===== src/rtl/i_ddr_align_ctrl_if.sv =====
// Lane bundle between an i_ddr_align_ctrl instance and the fabric/I_DDR side.
// err_cnt exists only when I_DDR_ALIGN_CTRL_ERR_CNT_EN is defined.
interface i_ddr_align_ctrl_if #(
   parameter int unsigned WIDTH = 8
) ();
   localparam int unsigned OW = $clog2(WIDTH);

   logic             start;
   logic             retrain;
   logic [1:0]       q_in;
   logic             ddr_e;
   logic [WIDTH-1:0] word;
   logic             word_valid;
   logic             locked;
   logic             fail;
   logic [OW-1:0]    offset;
`ifdef I_DDR_ALIGN_CTRL_ERR_CNT_EN
   logic [15:0]      err_cnt;

   modport slave (
      input  start, retrain, q_in,
      output ddr_e, word, word_valid, locked, fail, offset, err_cnt
   );
   modport master (
      output start, retrain, q_in,
      input  ddr_e, word, word_valid, locked, fail, offset, err_cnt
   );
`else
   modport slave (
      input  start, retrain, q_in,
      output ddr_e, word, word_valid, locked, fail, offset
   );
   modport master (
      output start, retrain, q_in,
      input  ddr_e, word, word_valid, locked, fail, offset
   );
`endif
endinterface


===== src/rtl/i_ddr_align_ctrl.sv =====
// I_DDR lane training and word-alignment controller: slips bit offsets until TRAIN_PATTERN is
// seen MATCH_COUNT frames in a row, then streams aligned words. Optional I_DDR_ALIGN_CTRL_ERR_CNT_EN.
module i_ddr_align_ctrl #(
   parameter int unsigned      WIDTH         = 8,
   parameter logic [WIDTH-1:0] TRAIN_PATTERN = 8'hB8,
   parameter int unsigned      MATCH_COUNT   = 4
) (
   input logic               c,
   input logic               r,
   i_ddr_align_ctrl_if.slave bus
);
   localparam int unsigned HW  = 2 * WIDTH;
   localparam int unsigned FW  = WIDTH / 2;
   localparam int unsigned OW  = $clog2(WIDTH);
   localparam int unsigned FCW = (FW > 1) ? $clog2(FW) : 1;

   typedef enum logic [2:0] {StIdle, StFill, StCheck, StSlip, StLocked, StFail} state_e;

   state_e           state_q, state_d;
   // The oldest pair of the 2*WIDTH history only exists right after each shift, so it is not stored.
   logic [HW-3:0]    h_q, h_d;
   logic [HW-1:0]    h_shift;
   logic [FCW-1:0]   fc_q, fc_d;
   logic [3:0]       mc_q, mc_d;
   logic             fill_q, fill_d;
   logic [OW-1:0]    offset_q, offset_d;
   logic [WIDTH-1:0] word_q, word_d, cand;
   logic             wv_q, wv_d;
   logic             en, boundary, restart;
`ifdef I_DDR_ALIGN_CTRL_ERR_CNT_EN
   logic [15:0]      err_q, err_d;
`endif

   always_comb begin
      en       = (state_q != StIdle);
      h_shift  = {h_q, bus.q_in[0], bus.q_in[1]};
      cand     = WIDTH'(h_shift >> (WIDTH - 32'(offset_q)));
      boundary = en && (fc_q == FCW'(FW - 1));
      restart  = bus.retrain && (state_q == StLocked || state_q == StFail);

      state_d  = state_q;
      h_d      = h_q;
      fc_d     = fc_q;
      mc_d     = mc_q;
      fill_d   = fill_q;
      offset_d = offset_q;
      word_d   = word_q;
      wv_d     = 1'b0;
`ifdef I_DDR_ALIGN_CTRL_ERR_CNT_EN
      err_d    = err_q;
`endif

      if (en) begin
         h_d  = h_shift[HW-3:0];
         fc_d = boundary ? '0 : fc_q + 1'b1;
      end

      if (!bus.start) begin
         state_d  = StIdle;
         fc_d     = '0;
         mc_d     = '0;
         fill_d   = 1'b0;
         offset_d = '0;
`ifdef I_DDR_ALIGN_CTRL_ERR_CNT_EN
         err_d    = '0;
`endif
      end else if (restart) begin
         state_d  = StFill;
         mc_d     = '0;
         fill_d   = 1'b0;
         offset_d = '0;
`ifdef I_DDR_ALIGN_CTRL_ERR_CNT_EN
         err_d    = '0;
`endif
      end else begin
         case (state_q)
            StIdle: begin
               state_d = StFill;
               fc_d    = '0;
            end
            StFill: begin
               if (boundary) begin
                  fill_d = ~fill_q;
                  if (fill_q) state_d = StCheck;
               end
            end
            StCheck: begin
               if (boundary) begin
                  if (cand == TRAIN_PATTERN) begin
                     mc_d = mc_q + 4'd1;
                     if (mc_q >= 4'(MATCH_COUNT - 1)) begin
                        mc_d    = 4'(MATCH_COUNT);
                        state_d = StLocked;
                     end
                  end else begin
                     mc_d = '0;
                     if (offset_q == OW'(WIDTH - 1)) begin
                        state_d = StFail;
                     end else begin
                        offset_d = offset_q + 1'b1;
                        state_d  = StSlip;
                     end
                  end
               end
            end
            StSlip: begin
               if (boundary) state_d = StCheck;
            end
            StLocked: begin
               if (boundary) begin
                  word_d = cand;
                  wv_d   = 1'b1;
`ifdef I_DDR_ALIGN_CTRL_ERR_CNT_EN
                  if (cand != TRAIN_PATTERN && cand != word_q && err_q != 16'hFFFF) begin
                     err_d = err_q + 16'd1;
                  end
`endif
               end
            end
            StFail: ;
            default: state_d = StIdle;
         endcase
      end
   end

   always_ff @(posedge c) begin
      if (r) begin
         state_q  <= StIdle;
         h_q      <= '0;
         fc_q     <= '0;
         mc_q     <= '0;
         fill_q   <= 1'b0;
         offset_q <= '0;
         word_q   <= '0;
         wv_q     <= 1'b0;
`ifdef I_DDR_ALIGN_CTRL_ERR_CNT_EN
         err_q    <= '0;
`endif
      end else begin
         state_q  <= state_d;
         h_q      <= h_d;
         fc_q     <= fc_d;
         mc_q     <= mc_d;
         fill_q   <= fill_d;
         offset_q <= offset_d;
         word_q   <= word_d;
         wv_q     <= wv_d;
`ifdef I_DDR_ALIGN_CTRL_ERR_CNT_EN
         err_q    <= err_d;
`endif
      end
   end

   assign bus.ddr_e      = en;
   assign bus.word       = word_q;
   assign bus.word_valid = wv_q;
   assign bus.locked     = (state_q == StLocked);
   assign bus.fail       = (state_q == StFail);
   assign bus.offset     = offset_q;
`ifdef I_DDR_ALIGN_CTRL_ERR_CNT_EN
   assign bus.err_cnt    = err_q;
`endif
endmodule


===== src/flat_wrapper.sv =====
// flat-port wrapper written by rule: the top's interface ports become plain ports
module i_ddr_align_ctrl_flat 
#(
   parameter int unsigned      WIDTH         = 8,
   parameter logic [WIDTH-1:0] TRAIN_PATTERN = 8'hB8,
   parameter int unsigned      MATCH_COUNT   = 4
)
  (c, r, bus_start, bus_retrain, bus_q_in, bus_ddr_e, bus_word, bus_word_valid, bus_locked, bus_fail, bus_offset);
  i_ddr_align_ctrl_if #(.WIDTH(WIDTH)) bus_i ();
  input logic c;
  input logic r;
  input wire logic [$bits(bus_i.start)-1:0] bus_start;
  input wire logic [$bits(bus_i.retrain)-1:0] bus_retrain;
  input wire logic [$bits(bus_i.q_in)-1:0] bus_q_in;
  output wire logic [$bits(bus_i.ddr_e)-1:0] bus_ddr_e;
  output wire logic [$bits(bus_i.word)-1:0] bus_word;
  output wire logic [$bits(bus_i.word_valid)-1:0] bus_word_valid;
  output wire logic [$bits(bus_i.locked)-1:0] bus_locked;
  output wire logic [$bits(bus_i.fail)-1:0] bus_fail;
  output wire logic [$bits(bus_i.offset)-1:0] bus_offset;
  assign bus_i.start = bus_start;
  assign bus_i.retrain = bus_retrain;
  assign bus_i.q_in = bus_q_in;
  assign bus_ddr_e = bus_i.ddr_e;
  assign bus_word = bus_i.word;
  assign bus_word_valid = bus_i.word_valid;
  assign bus_locked = bus_i.locked;
  assign bus_fail = bus_i.fail;
  assign bus_offset = bus_i.offset;
  i_ddr_align_ctrl #(.WIDTH(WIDTH), .TRAIN_PATTERN(TRAIN_PATTERN), .MATCH_COUNT(MATCH_COUNT)) u_core (.c(c), .r(r), .bus(bus_i));
endmodule

===== config.mk =====
export PLATFORM = sky130hd
export DESIGN_NAME = i_ddr_align_ctrl_flat
export DESIGN_NICKNAME = d
export VERILOG_FILES = /design/src/rtl/i_ddr_align_ctrl_if.sv /design/src/rtl/i_ddr_align_ctrl.sv /design/src/flat_wrapper.sv
export SDC_FILE = /design/constraint.sdc
export NUM_CORES = 1
export LEC_CHECK = 0
export CAP_MARGIN = 20
export CELL_PAD_IN_SITES_DETAIL_PLACEMENT = 1
export CELL_PAD_IN_SITES_GLOBAL_PLACEMENT = 1
export CORE_MARGIN = 1.5
export CORE_UTILIZATION = 40
export DETAILED_ROUTE_END_ITERATION = 8
export PLACE_DENSITY_LB_ADDON = 0.1
export SYNTH_ARGS = -nofsm -noshare
export SYNTH_HDL_FRONTEND = slang
export SYNTH_SLANG_ARGS = --single-unit

===== constraint.sdc =====
create_clock -name c -period 3 [get_ports c]
set_input_delay 0.45 -clock c [delete_from_list [all_inputs] [get_ports c]]
set_output_delay 0.45 -clock c [all_outputs]
set_load 0.005 [all_outputs]

==> results of run 1 <==
## critical path: cells and delay by family, from the launching register on
kind                     cells  cell delay (ps)
AO/OA/AOI/OAI                4              840
adder cells (fa/ha/maj)      1              300
buffers and inverters        3              460
flip-flops                   1              340
AND/OR/NAND/NOR              3              870
## final cells by class
cell class | instances | area, sq um | share of cell area
multi-input combinational | 196 | 1451 | 0.5351
sequential | 36 | 720.7 | 0.2657
timing repair buffer | 39 | 342.8 | 0.1264
tap | 72 | 90.09 | 0.03321
clock buffer | 7 | 76.32 | 0.02814
inverter | 6 | 22.52 | 0.008303
clock inverter | 1 | 8.758 | 0.003229
## metal layers
layer | vias to the layer above | share of wire | track usage
li1 | 1001 | - | -
met1 | 1004 | 0.50 | 0.2921
met2 | 31 | 0.45 | 0.3190
met3 | 11 | 0.028 | 0.04138
met4 | 0 | 0.017 | 0.06250
met5 | - | 0 | 0
## stage by stage
step                worst slack, ps  TNS, ps  cells  cell area (sq um)  total power, W
finish                        129.9        0    357               2713       0.0009038
global route                 -50.03   -100.2    357               2713       0.0009515
CTS                           10.02        0    356               2695       0.0009211
detailed placement           -81.47   -281.1    348               2608       0.0005648
global placement             -34.46   -95.16    348               2608       0.0005633
floorplan                     30.35        0    256               2295       0.0005365
## timing repair
item | CTS | global route
setup endpoints to repair | 7 | 8
buffers inserted | 0 | 1
resized for setup | 1 | 1
hold buffers | 0 | 0
pin swaps | 0 | 1
## cells in the mapped netlist, types with 3 or more instances
cell type and instances:
nand2_1 41, dfxtp_1 36, a21oi_1 23, nor2_1 21
mux2i_1 12, mux4_2 9, clkbuf_1 8, o21ai_0 8
nand3_1 6, nor3_1 6, ha_1 5, inv_1 5
and3_1 4, buf_2 4, mux4_1 4, nand3b_1 4
a211oi_1 3, buf_6 3, nand4_1 3, nand4b_1 3
nor2b_1 3, o21a_1 3, o31ai_1 3, or3b_1 3
## cell usage in the layout (no fill, tap or decap), types with 5 or more instances in the layout
cell,netlist,final
nor3_1,6,6
nor2_1,21,21
clkdlybuf4s50_1,0,20
nand3_1,6,6
buf_4,2,19
dfxtp_1,36,36
nand2_1,41,41
mux2i_1,12,12
a21oi_1,23,23
mux4_2,9,9
inv_1,5,5
clkbuf_8,0,5
o21ai_0,8,8
## where the power goes
| group | total, W | leakage, nW | switching (W) | internal, W |
|---|---|---|---|---|
| Combinational | 0.0000629 | 0.579 | 0.0000370 | 0.0000259 |
| Sequential | 0.000490 | 0.290 | 0.00000755 | 0.000482 |
| Clock | 0.000351 | 0.0424 | 0.000185 | 0.000166 |
| Total | 0.000904 | 0.912 | 0.000230 | 0.000674 |
## sequential cells by signal, summed over array words and instances, names as in the netlist
register / cells
u_core.bus.word_valid: 1
u_core.bus.offset: 3
u_core.mc_q: 4
u_core.h_q: 14
u_core.bus.word: 8
u_core.state_q: 3
u_core.fill_q: 1
u_core.fc_q: 2
## worst max-delay path by stage
stage / endpoint / depth (start not counted) / slack, ps
finish: u_core.state_q[0]$_SDFFE_PP0P_ / 11 / 130
global route: u_core.state_q[0]$_SDFFE_PP0P_ / 11 / -50
CTS: u_core.bus.offset[1]$_SDFFE_PP0P_ / 10 / 10
detailed placement: u_core.bus.offset[1]$_SDFFE_PP0P_ / 11 / -80
global placement: u_core.state_q[0]$_SDFFE_PP0P_ / 10 / -30
floorplan: u_core.state_q[0]$_SDFFE_PP0P_ / 12 / 30
## kinds of logic (layout without fill, tap and decap cells)
logic type / count (synthesis) / in the layout / share of synthesized area
XOR/XNOR: 2 / 2 / 0.007635
AND/OR/NAND/NOR: 107 / 107 / 0.2361
flip-flops: 36 / 36 / 0.3141
AO/OA/AOI/OAI: 56 / 56 / 0.1619
adder cells (fa/ha/maj): 5 / 5 / 0.02726
buffers and inverters: 24 / 53 / 0.06161
multiplexers: 26 / 26 / 0.1914
==> flow_summary.json, run 1 <==
{
  "critPathLaunchType": "flip-flop",
  "ys.flop_type": "dfxtp_1",
  "die_x_um": 78.74,
  "crit_required_ps": 3240,
  "cts_root_buffer": "clkbuf_8",
  "drv_cap": 0,
  "fin_skew_ps": 2.543,
  "grt_pass1_vias": 1978,
  "core_area_sq_mm": 0.005507,
  "rows": 27,
  "cts_sinks": 36,
  "worstHoldPathCells": 1,
  "h-tree-depth": 2,
  "min_to": "u_core.fc_q[0]$_SDFF_PP0_",
  "crit_chain": "inv_1 -> ha_4 -> buf_4 -> or3b_1 -> o21a_1 -> a2111oi_2 -> o22ai_1 -> nor4_1 -> buf_4 -> or2_2 -> o211a_1",
  "status": "finished clean",
  "vias": 2047,
  "crit_start": "u_core.bus.offset[0]$_SDFFE_PP0P_",
  "worst_path_most_repeated_cell": "buf_4",
  "synth.distinct_cells": 50,
  "async_flop_share": 0,
  "cts_buffer_depth": 2,
  "ys_top_cells_by_area": "dfxtp_1 31%, mux4_2 8.8%, nand2_1 6.7%, mux2i_1 5.2%, a21oi_1 5.0%",
  "syn-instance-count": 256,
  "ys_seq_area_frac": 0.3141,
  "r2r_setup_slack_ps": 130,
  "diodes": 0,
  "clk_pin_slew_ps": 70,
  "grt_usage": 0.2071,
  "die_h_um": 78.74,
  "cp_max_fo": 12,
  "worst_path_max_delay_cell": "or3b_1",
  "grt_pass1_wl_mm": 9.991,
  "layout-drive-gt1-share": 0.1649,
  "vias_per_cell": 5.734,
  "die_area_sq_mm": 0.006200,
  "rr_startpoint": "u_core.bus.offset[0]$_SDFFE_PP0P_",
  "ant_nets": 0,
  "hold_path_class": "reg -> reg",
  "r2r-end": "u_core.state_q[0]$_SDFFE_PP0P_",
  "wl_mm": 5.986,
  "synth_seq_cells": 36,
  "synth_edf_count": 0,
  "syn-num-nets": 267,
  "post-route-period-util": 0.9567,
  "fmax_ghz": 0.3484,
  "yosysTopAreaCell": "dfxtp_1",
  "areaGrowthSynthToFinish_pct": 18.21,
  "place.gp.congestion": 0.8607,
  "fillers": 648,
  "wire_per_inst_um": 16.77,
  "worstPathArrival_ps": 3110,
  "maxSlewViolCount": 0,
  "initial_utilization": 0.4167,
  "dpl.hpwl_mm": 4.461,
  "worstMarginPinSlew_ps": 653.5,
  "end_kind": "flip-flop",
  "gr-total-overflow": 0,
  "route.detailed.drc": 0,
  "fin_crit_ps": 2870,
  "cp_slowest_stage_delay_ps": 380,
  "powerDensity_mw_per_mm2": 333.2,
  "rsz0062_at_grt": "yes",
  "fin_nets": 295,
  "avgSynthCellArea_sq_um": 8.964,
  "rr_worst_depth": 11,
  "io_buffers": 20,
  "yosys_warnings": 0,
  "grt_max_degree": 23,
  "finish.utilization": 0.4926,
  "synth_top_area_share": 0.3141,
  "worstSetupPathType": "reg -> reg",
  "netlist_area_sq_mm": 0.002295,
  "power.leakage_nw": 0.9122,
  "cts_buffers": 5,
  "drtIter0Drc": 93,
  "min-delay-start": "u_core.fc_q[0]$_SDFF_PP0_",
  "fin_hold_ws_ps": 428.0,
  "final-setup-viol-count": 0,
  "slew_headroom": 0.5612,
  "dr.pass1.iters": 4,
  "ir_drop_mv": 0.2902,
  "cts_tree": "done",
  "clkLatencyLatePin_ps": 290,
  "ios": 21,
  "finalHoldViolCount": 0,
  "antenna_found_initial": 0
}
(Power assumes the default switching activity.)
==> inputs of run 2 (changes only) <==
==> constraint.sdc (replaced) <==
create_clock -name c -period 2.6 [get_ports c]
set_input_delay 0.39 -clock c [delete_from_list [all_inputs] [get_ports c]]
set_output_delay 0.39 -clock c [all_outputs]
set_load 0.005 [all_outputs]
==> run 2 against run 1 <==
  * The run now ends with setup timing left
  * Clock power increased by 60%
  * Non-clock buffer count increased by 28
  * Maximum frequency decreased by 3.9%
  * Critical path depth unchanged
  * Worst setup slack got worse by 520 ps
  * Highest routed layer unchanged
  * Utilization increased by 6.9 points
  * Count of clock-buffer cells in the layout unchanged
  * Design area increased by 14%
  * Power increased by 33%
  * Die area unchanged
  * Via count increased by 7.6%
==> flow_summary.json, run 2 (synthesized netlist as in run 1, its figures left out) <==
{
  "powerDensity_mw_per_mm2": 389.0,
  "ir_drop_mv": 0.2315,
  "largest_register_ffs": 14,
  "gr-usage-met1": 0.3182,
  "violations": "setup timing",
  "worstHoldPathCells": 1,
  "gr-total-overflow": 0,
  "rr_startpoint": "u_core.bus.offset[0]$_SDFFE_PP0P_",
  "clk_pin_slew_ps": 80,
  "crit_required_ps": 2820,
  "drtIter0Drc": 182,
  "dpl.hpwl_mm": 4.687,
  "min-delay-start": "u_core.fc_q[0]$_SDFF_PP0_",
  "layout_common_cells": "41 x nand2_1, 39 x buf_4, 35 x dfxtp_1, 21 x nor2_1",
  "grt_usage": 0.2354,
  "grt_pass1_vias": 2214,
  "areaGrowthSynthToFinish_pct": 34.79,
  "drv_cap": 0,
  "cts_tree": "done",
  "post-route-period-util": 1.149,
  "fin_nets": 323,
  "antenna_found_initial": 0,
  "grt-busiest-layer": "met2",
  "worstSetupPathType": "reg -> reg",
  "fillers": 643,
  "r2r_setup_slack_ps": -390,
  "fmax_ghz": 0.3347,
  "diodes": 0,
  "met2_usage": 0.3664,
  "rsz0062_at_grt": "yes",
  "die_x_um": 78.74,
  "vias": 2202,
  "ant_nets": 0,
  "cp_slowest_stage_delay_ps": 550,
  "hold_path_class": "reg -> reg",
  "worstMarginPinSlew_ps": 416.0,
  "hold_buffers": 0,
  "h-tree-depth": 2,
  "core_area_sq_mm": 0.005507,
  "fin_skew_ps": 7.280,
  "cts_root_buffer": "clkbuf_8",
  "slew_headroom": 0.7221,
  "maxSlewViolCount": 0,
  "wl_mm": 6.898,
  "fin_cells": 385,
  "route.detailed.drc": 0,
  "finalHoldViolCount": 0,
  "cts_sinks": 36,
  "crit_start": "u_core.bus.offset[0]$_SDFFE_PP0P_",
  "placed_cells": 365,
  "grt_pass1_wl_mm": 11.27,
  "crit_buf_inv": 3,
  "layout-drive-gt1-share": 0.2812,
  "initial_utilization": 0.4167,
  "dr.pass1.iters": 4,
  "worst_path_max_delay_cell": "mux4_2",
  "final-setup-viol-count": 9,
  "vias_per_cell": 5.719,
  "use_met3": 0.04598,
  "r2r-end": "u_core.bus.offset[1]$_SDFFE_PP0P_",
  "critPathLaunchType": "flip-flop",
  "place.gp.congestion": 0.8520,
  "path_delay_family": "simple AND/OR/NAND/NOR gates",
  "fin_crit_ps": 2988,
  "ios": 21,
  "die_h_um": 78.74,
  "wire_per_inst_um": 17.92,
  "cp_max_fo": 10,
  "crit_chain": "clkinvlp_4 -> ha_4 -> buf_6 -> mux4_2 -> a22oi_2 -> nand4_1 -> o211ai_2 -> nor3_4 -> buf_12 -> or4b_1 -> a21oi_1",
  "min_to": "u_core.fc_q[0]$_SDFF_PP0_",
  "clkLatencyLatePin_ps": 300,
  "cts_buffer_depth": 2,
  "worstPathArrival_ps": 3210,
  "cts_buffers": 5,
  "setup_slack_ps": -388.0,
  "end_kind": "flip-flop",
  "power.leakage_nw": 1.083,
  "grt_max_degree": 23,
  "regMostFlops": "u_core.h_q",
  "status": "complete, but fails checks",
  "mostFrequentLayoutCell": "nand2_1",
  "rr_worst_depth": 11,
  "rows": 27,
  "io_buffers": 20,
  "fin_hold_ws_ps": 429.5,
  "die_area_sq_mm": 0.006200
}
[run 2: cell count changes in the layout (fill, tap and decap cells not counted), moves of 2 or more]
cell	delta
buf_4	+20
buf_6	+7
a21oi_1	-3
a21oi_2	+3
clkbuf_1	-2
clkbuf_8	+2
mux2i_1	-2
nor3_2	-2
nor3_4	+2
[run 2: worst max path at each step]
stage / cells after the start / endpoint
2_1_floorplan: 12 / u_core.state_q[0]$_SDFFE_PP0P_
3_3_place_gp: 9 / u_core.state_q[0]$_SDFFE_PP0P_
3_5_place_dp: 10 / u_core.bus.offset[2]$_SDFFE_PP0P_
4_1_cts: 11 / u_core.bus.offset[1]$_SDFFE_PP0P_
5_1_grt: 11 / u_core.bus.offset[0]$_SDFFE_PP0P_
6_report: 11 / u_core.bus.offset[1]$_SDFFE_PP0P_
[run 2: area by class of cell]
| class | instances | area, sq um | share of cell area |
|---|---|---|---|
| Clock inverter | 1 | 30.03 | 0.009709 |
| Tap cell | 72 | 90.09 | 0.02913 |
| Clock buffer | 7 | 96.34 | 0.03115 |
| Timing Repair Buffer | 67 | 591.8 | 0.1913 |
| Sequential cell | 36 | 721.9 | 0.2334 |
| Inverter | 6 | 26.28 | 0.008495 |
| Multi-Input combinational cell | 196 | 1536 | 0.4968 |
[run 2: timing repair]
item                                    in CTS  in global routing
gates resized for setup                     17                  5
endpoints found under the setup margin       9                  9
buffers inserted                            12                  2
pin swaps                                   10                  6
gates cloned                                 0                  0
[run 2: power by group]
part | total (W) | internal [W] | switching, W
clock network | 0.000562 | 0.000339 | 0.000224
logic | 0.0000759 | 0.0000312 | 0.0000448
registers | 0.000565 | 0.000556 | 0.00000869
total | 0.00120 | 0.000926 | 0.000277
[run 2: stage by stage]
stage | instance area [sq um] | setup TNS, ps | util | setup WS [ps] | power [W]
final | 3093 | -2762 | 0.5617 | -388.0 | 0.001203
after global routing | 3093 | -3440 | 0.5617 | -428.3 | 0.001239
after CTS | 3053 | -2088 | 0.5544 | -254.0 | 0.001213
after detailed placement | 2761 | -1628 | 0.5015 | -269.5 | 0.0006519
after global placement | 2761 | -1095 | 0.5015 | -181.7 | 0.0006501
after floorplan | 2325 | -1852 | - | -270.1 | 0.0006191
[run 2: layer usage]
layer | up-vias | wire [um]
met5 | - | 0
met4 | 0 | 179
met3 | 16 | 308
met2 | 61 | 3162
met1 | 1079 | 3248
li1 | 1046 | -
==> inputs of run 3 (changes only) <==
--- a/config.mk
+++ b/config.mk
@@ -15,3 +15,4 @@
 export SYNTH_ARGS = -nofsm -noshare
 export SYNTH_HDL_FRONTEND = slang
 export SYNTH_SLANG_ARGS = --single-unit
+export TNS_END_PERCENT = 30
==> constraint.sdc (replaced) <==
create_clock -name c -period 2.5 [get_ports c]
set_input_delay 0.375 -clock c [delete_from_list [all_inputs] [get_ports c]]
set_output_delay 0.375 -clock c [all_outputs]
set_load 0.005 [all_outputs]
==> run 3 against run 2 <==
  * The flow still finishes with violations (setup timing)
  * Combinational power increased by 8.0%
  * Sequential share of layout area increased by 0.73 points
  * Clock power decreased by 25%
  * Largest cell class unchanged
  * Highest routed layer unchanged
  * Die area unchanged
  * Sequential power increased by 4.1%
  * Count of clock-buffer cells in the layout unchanged
  * Register-to-register slack about the same
  * Maximum frequency increased by 3.1%
  * Critical path depth unchanged
  * Worst setup slack got worse by 10 ps
  * Critical path type unchanged
  * Flip-flop and latch count unchanged
==> flow_summary.json, run 3 (synthesized netlist as in run 1, its figures left out) <==
{
  "crit_required_ps": 2740,
  "io_buffers": 20,
  "r2r_setup_slack_ps": -400,
  "place.gp.congestion": 0.8339,
  "core_area_sq_mm": 0.005507,
  "critPathLaunchType": "flip-flop",
  "drtIter0Drc": 121,
  "areaGrowthSynthToFinish_pct": 30.70,
  "met1Wirelength_mm": 3.350,
  "cp_slowest_stage_delay_ps": 580,
  "route.detailed.drc": 0,
  "wire_per_inst_um": 17.88,
  "finalHoldViolCount": 0,
  "ios": 21,
  "worstPathArrival_ps": 3130,
  "vias": 2187,
  "grt_pass1_vias": 2155,
  "multi_input_area_sq_mm": 0.001521,
  "clkLatencyLatePin_ps": 290,
  "fillers": 634,
  "status": "complete, but fails checks",
  "grt_pass1_wl_mm": 10.85,
  "worst_path_most_repeated_cell": "buf_4",
  "fin_nets": 319,
  "worstSetupPathDepth": 11,
  "final-setup-viol-count": 9,
  "largest_register_ffs": 14,
  "maxSlewViolCount": 0,
  "dpl.hpwl_mm": 4.690,
  "violations": "setup timing",
  "rr_worst_depth": 11,
  "mostFrequentLayoutCell": "nand2_1",
  "hold_path_class": "reg -> reg",
  "fin_crit_ps": 2898,
  "ant_nets": 0,
  "hold_buffers": 0,
  "crit_chain": "clkinvlp_4 -> ha_4 -> mux4_2 -> buf_4 -> nand3b_1 -> a21oi_4 -> o22ai_2 -> buf_4 -> nor4_4 -> or2_2 -> o211a_1",
  "rows": 27,
  "finalSetupTns_ps": -3132,
  "ir_drop_mv": 0.3080,
  "worstMarginPinSlew_ps": 460.7,
  "antenna_found_initial": 0,
  "rr_startpoint": "u_core.bus.offset[0]$_SDFFE_PP0P_",
  "cts_buffer_depth": 2,
  "grt_max_degree": 23,
  "worstHoldPathCells": 1,
  "powerDensity_mw_per_mm2": 363.4,
  "vias_per_cell": 5.740,
  "met3_length_um": 189,
  "gr-total-overflow": 0,
  "die_area_sq_mm": 0.006200,
  "min_to": "u_core.fc_q[0]$_SDFF_PP0_",
  "cts_tree": "done",
  "crit_buf_inv": 3,
  "worstSetupPathType": "reg -> reg",
  "min-delay-start": "u_core.fc_q[0]$_SDFF_PP0_",
  "grt_usage": 0.2249,
  "h-tree-depth": 2,
  "fin_skew_ps": 8.034,
  "layout-drive-gt1-share": 0.2718,
  "seqCellArea_sq_um": 721.9,
  "placed_cells": 366,
  "die_x_um": 78.74,
  "fin_hold_ws_ps": 436.7,
  "drv_cap": 0,
  "setup_slack_ps": -398.3,
  "diodes": 0,
  "regMostFlops": "u_core.h_q",
  "slew_headroom": 0.6920,
  "fmax_ghz": 0.3450,
  "dr.pass1.iters": 4,
  "layout_common_cells": "41 x nand2_1, 39 x buf_4, 35 x dfxtp_1, 21 x a21oi_1, 21 x nor2_1",
  "finish.utilization": 0.5446,
  "cts_root_buffer": "clkbuf_8",
  "routed.top_layer": "met4",
  "cp_max_fo": 8,
  "rsz0062_at_grt": "yes",
  "place_ws_ps": -391.9,
  "worst_path_max_delay_cell": "mux4_2",
  "path_delay_family": "simple AND/OR/NAND/NOR gates",
  "cts_sinks": 36,
  "cts_buffers": 5,
  "fin_cells": 381,
  "post-route-period-util": 1.159,
  "end_kind": "flip-flop",
  "clk_pin_slew_ps": 70,
  "die_h_um": 78.74,
  "r2r-end": "u_core.state_q[0]$_SDFFE_PP0P_",
  "power.leakage_nw": 1.048,
  "initial_utilization": 0.4167,
  "routed-wl-met2_mm": 3.144,
  "wl_mm": 6.812
}
[run 3: worst register-to-register path: stages, from the launching register on]
cell        delay [ps]
dfxtp_2            350
clkinvlp_4         100
ha_4               370
mux4_2             590
buf_4              160
nand3b_1           190
a21oi_4            170
o22ai_2            110
buf_4              160
nor4_4             310
or2_2              180
o211a_1            140
[run 3: through the flow]
step / power, W / instance area, sq um
6_report: 0.001090 / 2999
5_1_grt: 0.001130 / 2999
4_1_cts: 0.001096 / 2919
3_5_place_dp: 0.0006802 / 2769
3_3_place_gp: 0.0006801 / 2769
2_1_floorplan: 0.0006438 / 2325
[run 3: worst max-delay path by stage]
| stage | startpoint | endpoint | slack, ps |
|---|---|---|---|
| 2_1_floorplan | u_core.bus.offset[0]$_SDFFE_PP0P_ | u_core.state_q[0]$_SDFFE_PP0P_ | -380 |
| 3_3_place_gp | u_core.bus.offset[0]$_SDFFE_PP0P_ | u_core.state_q[0]$_SDFFE_PP0P_ | -350 |
| 3_5_place_dp | u_core.bus.offset[0]$_SDFFE_PP0P_ | u_core.state_q[0]$_SDFFE_PP0P_ | -390 |
| 4_1_cts | u_core.bus.offset[0]$_SDFFE_PP0P_ | u_core.bus.offset[2]$_SDFFE_PP0P_ | -350 |
| 5_1_grt | u_core.bus.offset[0]$_SDFFE_PP0P_ | u_core.state_q[0]$_SDFFE_PP0P_ | -520 |
| 6_report | u_core.bus.offset[0]$_SDFFE_PP0P_ | u_core.state_q[0]$_SDFFE_PP0P_ | -400 |
[run 3: cell type report]
cell class | count | area share
clock inverters | 1 | 0.002920
inverters | 6 | 0.008761
clock buffers | 7 | 0.02545
repair buffers | 63 | 0.1848
well taps | 72 | 0.03004
multi-input cells | 196 | 0.5073
flip-flops and latches | 36 | 0.2407
[run 3: per-layer routing]
layer / GRT usage / vias up
met4: 0.07500 / 0
met3: 0.03678 / 13
met5: 0 / -
met1: 0.3014 / 1078
li1: - / 1045
met2: 0.3681 / 51
[run 3: power breakdown]
part | total, W | internal, W | switching, W
registers | 0.000588 | 0.000579 | 0.00000901
logic | 0.0000820 | 0.0000355 | 0.0000465
clock network | 0.000420 | 0.000199 | 0.000221
total | 0.00109 | 0.000813 | 0.000276
[run 3: timing repair]
item	CTS	global route
gates cloned	0	2
buffers inserted	2	3
endpoints found under the setup margin	9	9
resized for setup	11	7
pin swaps	7	3
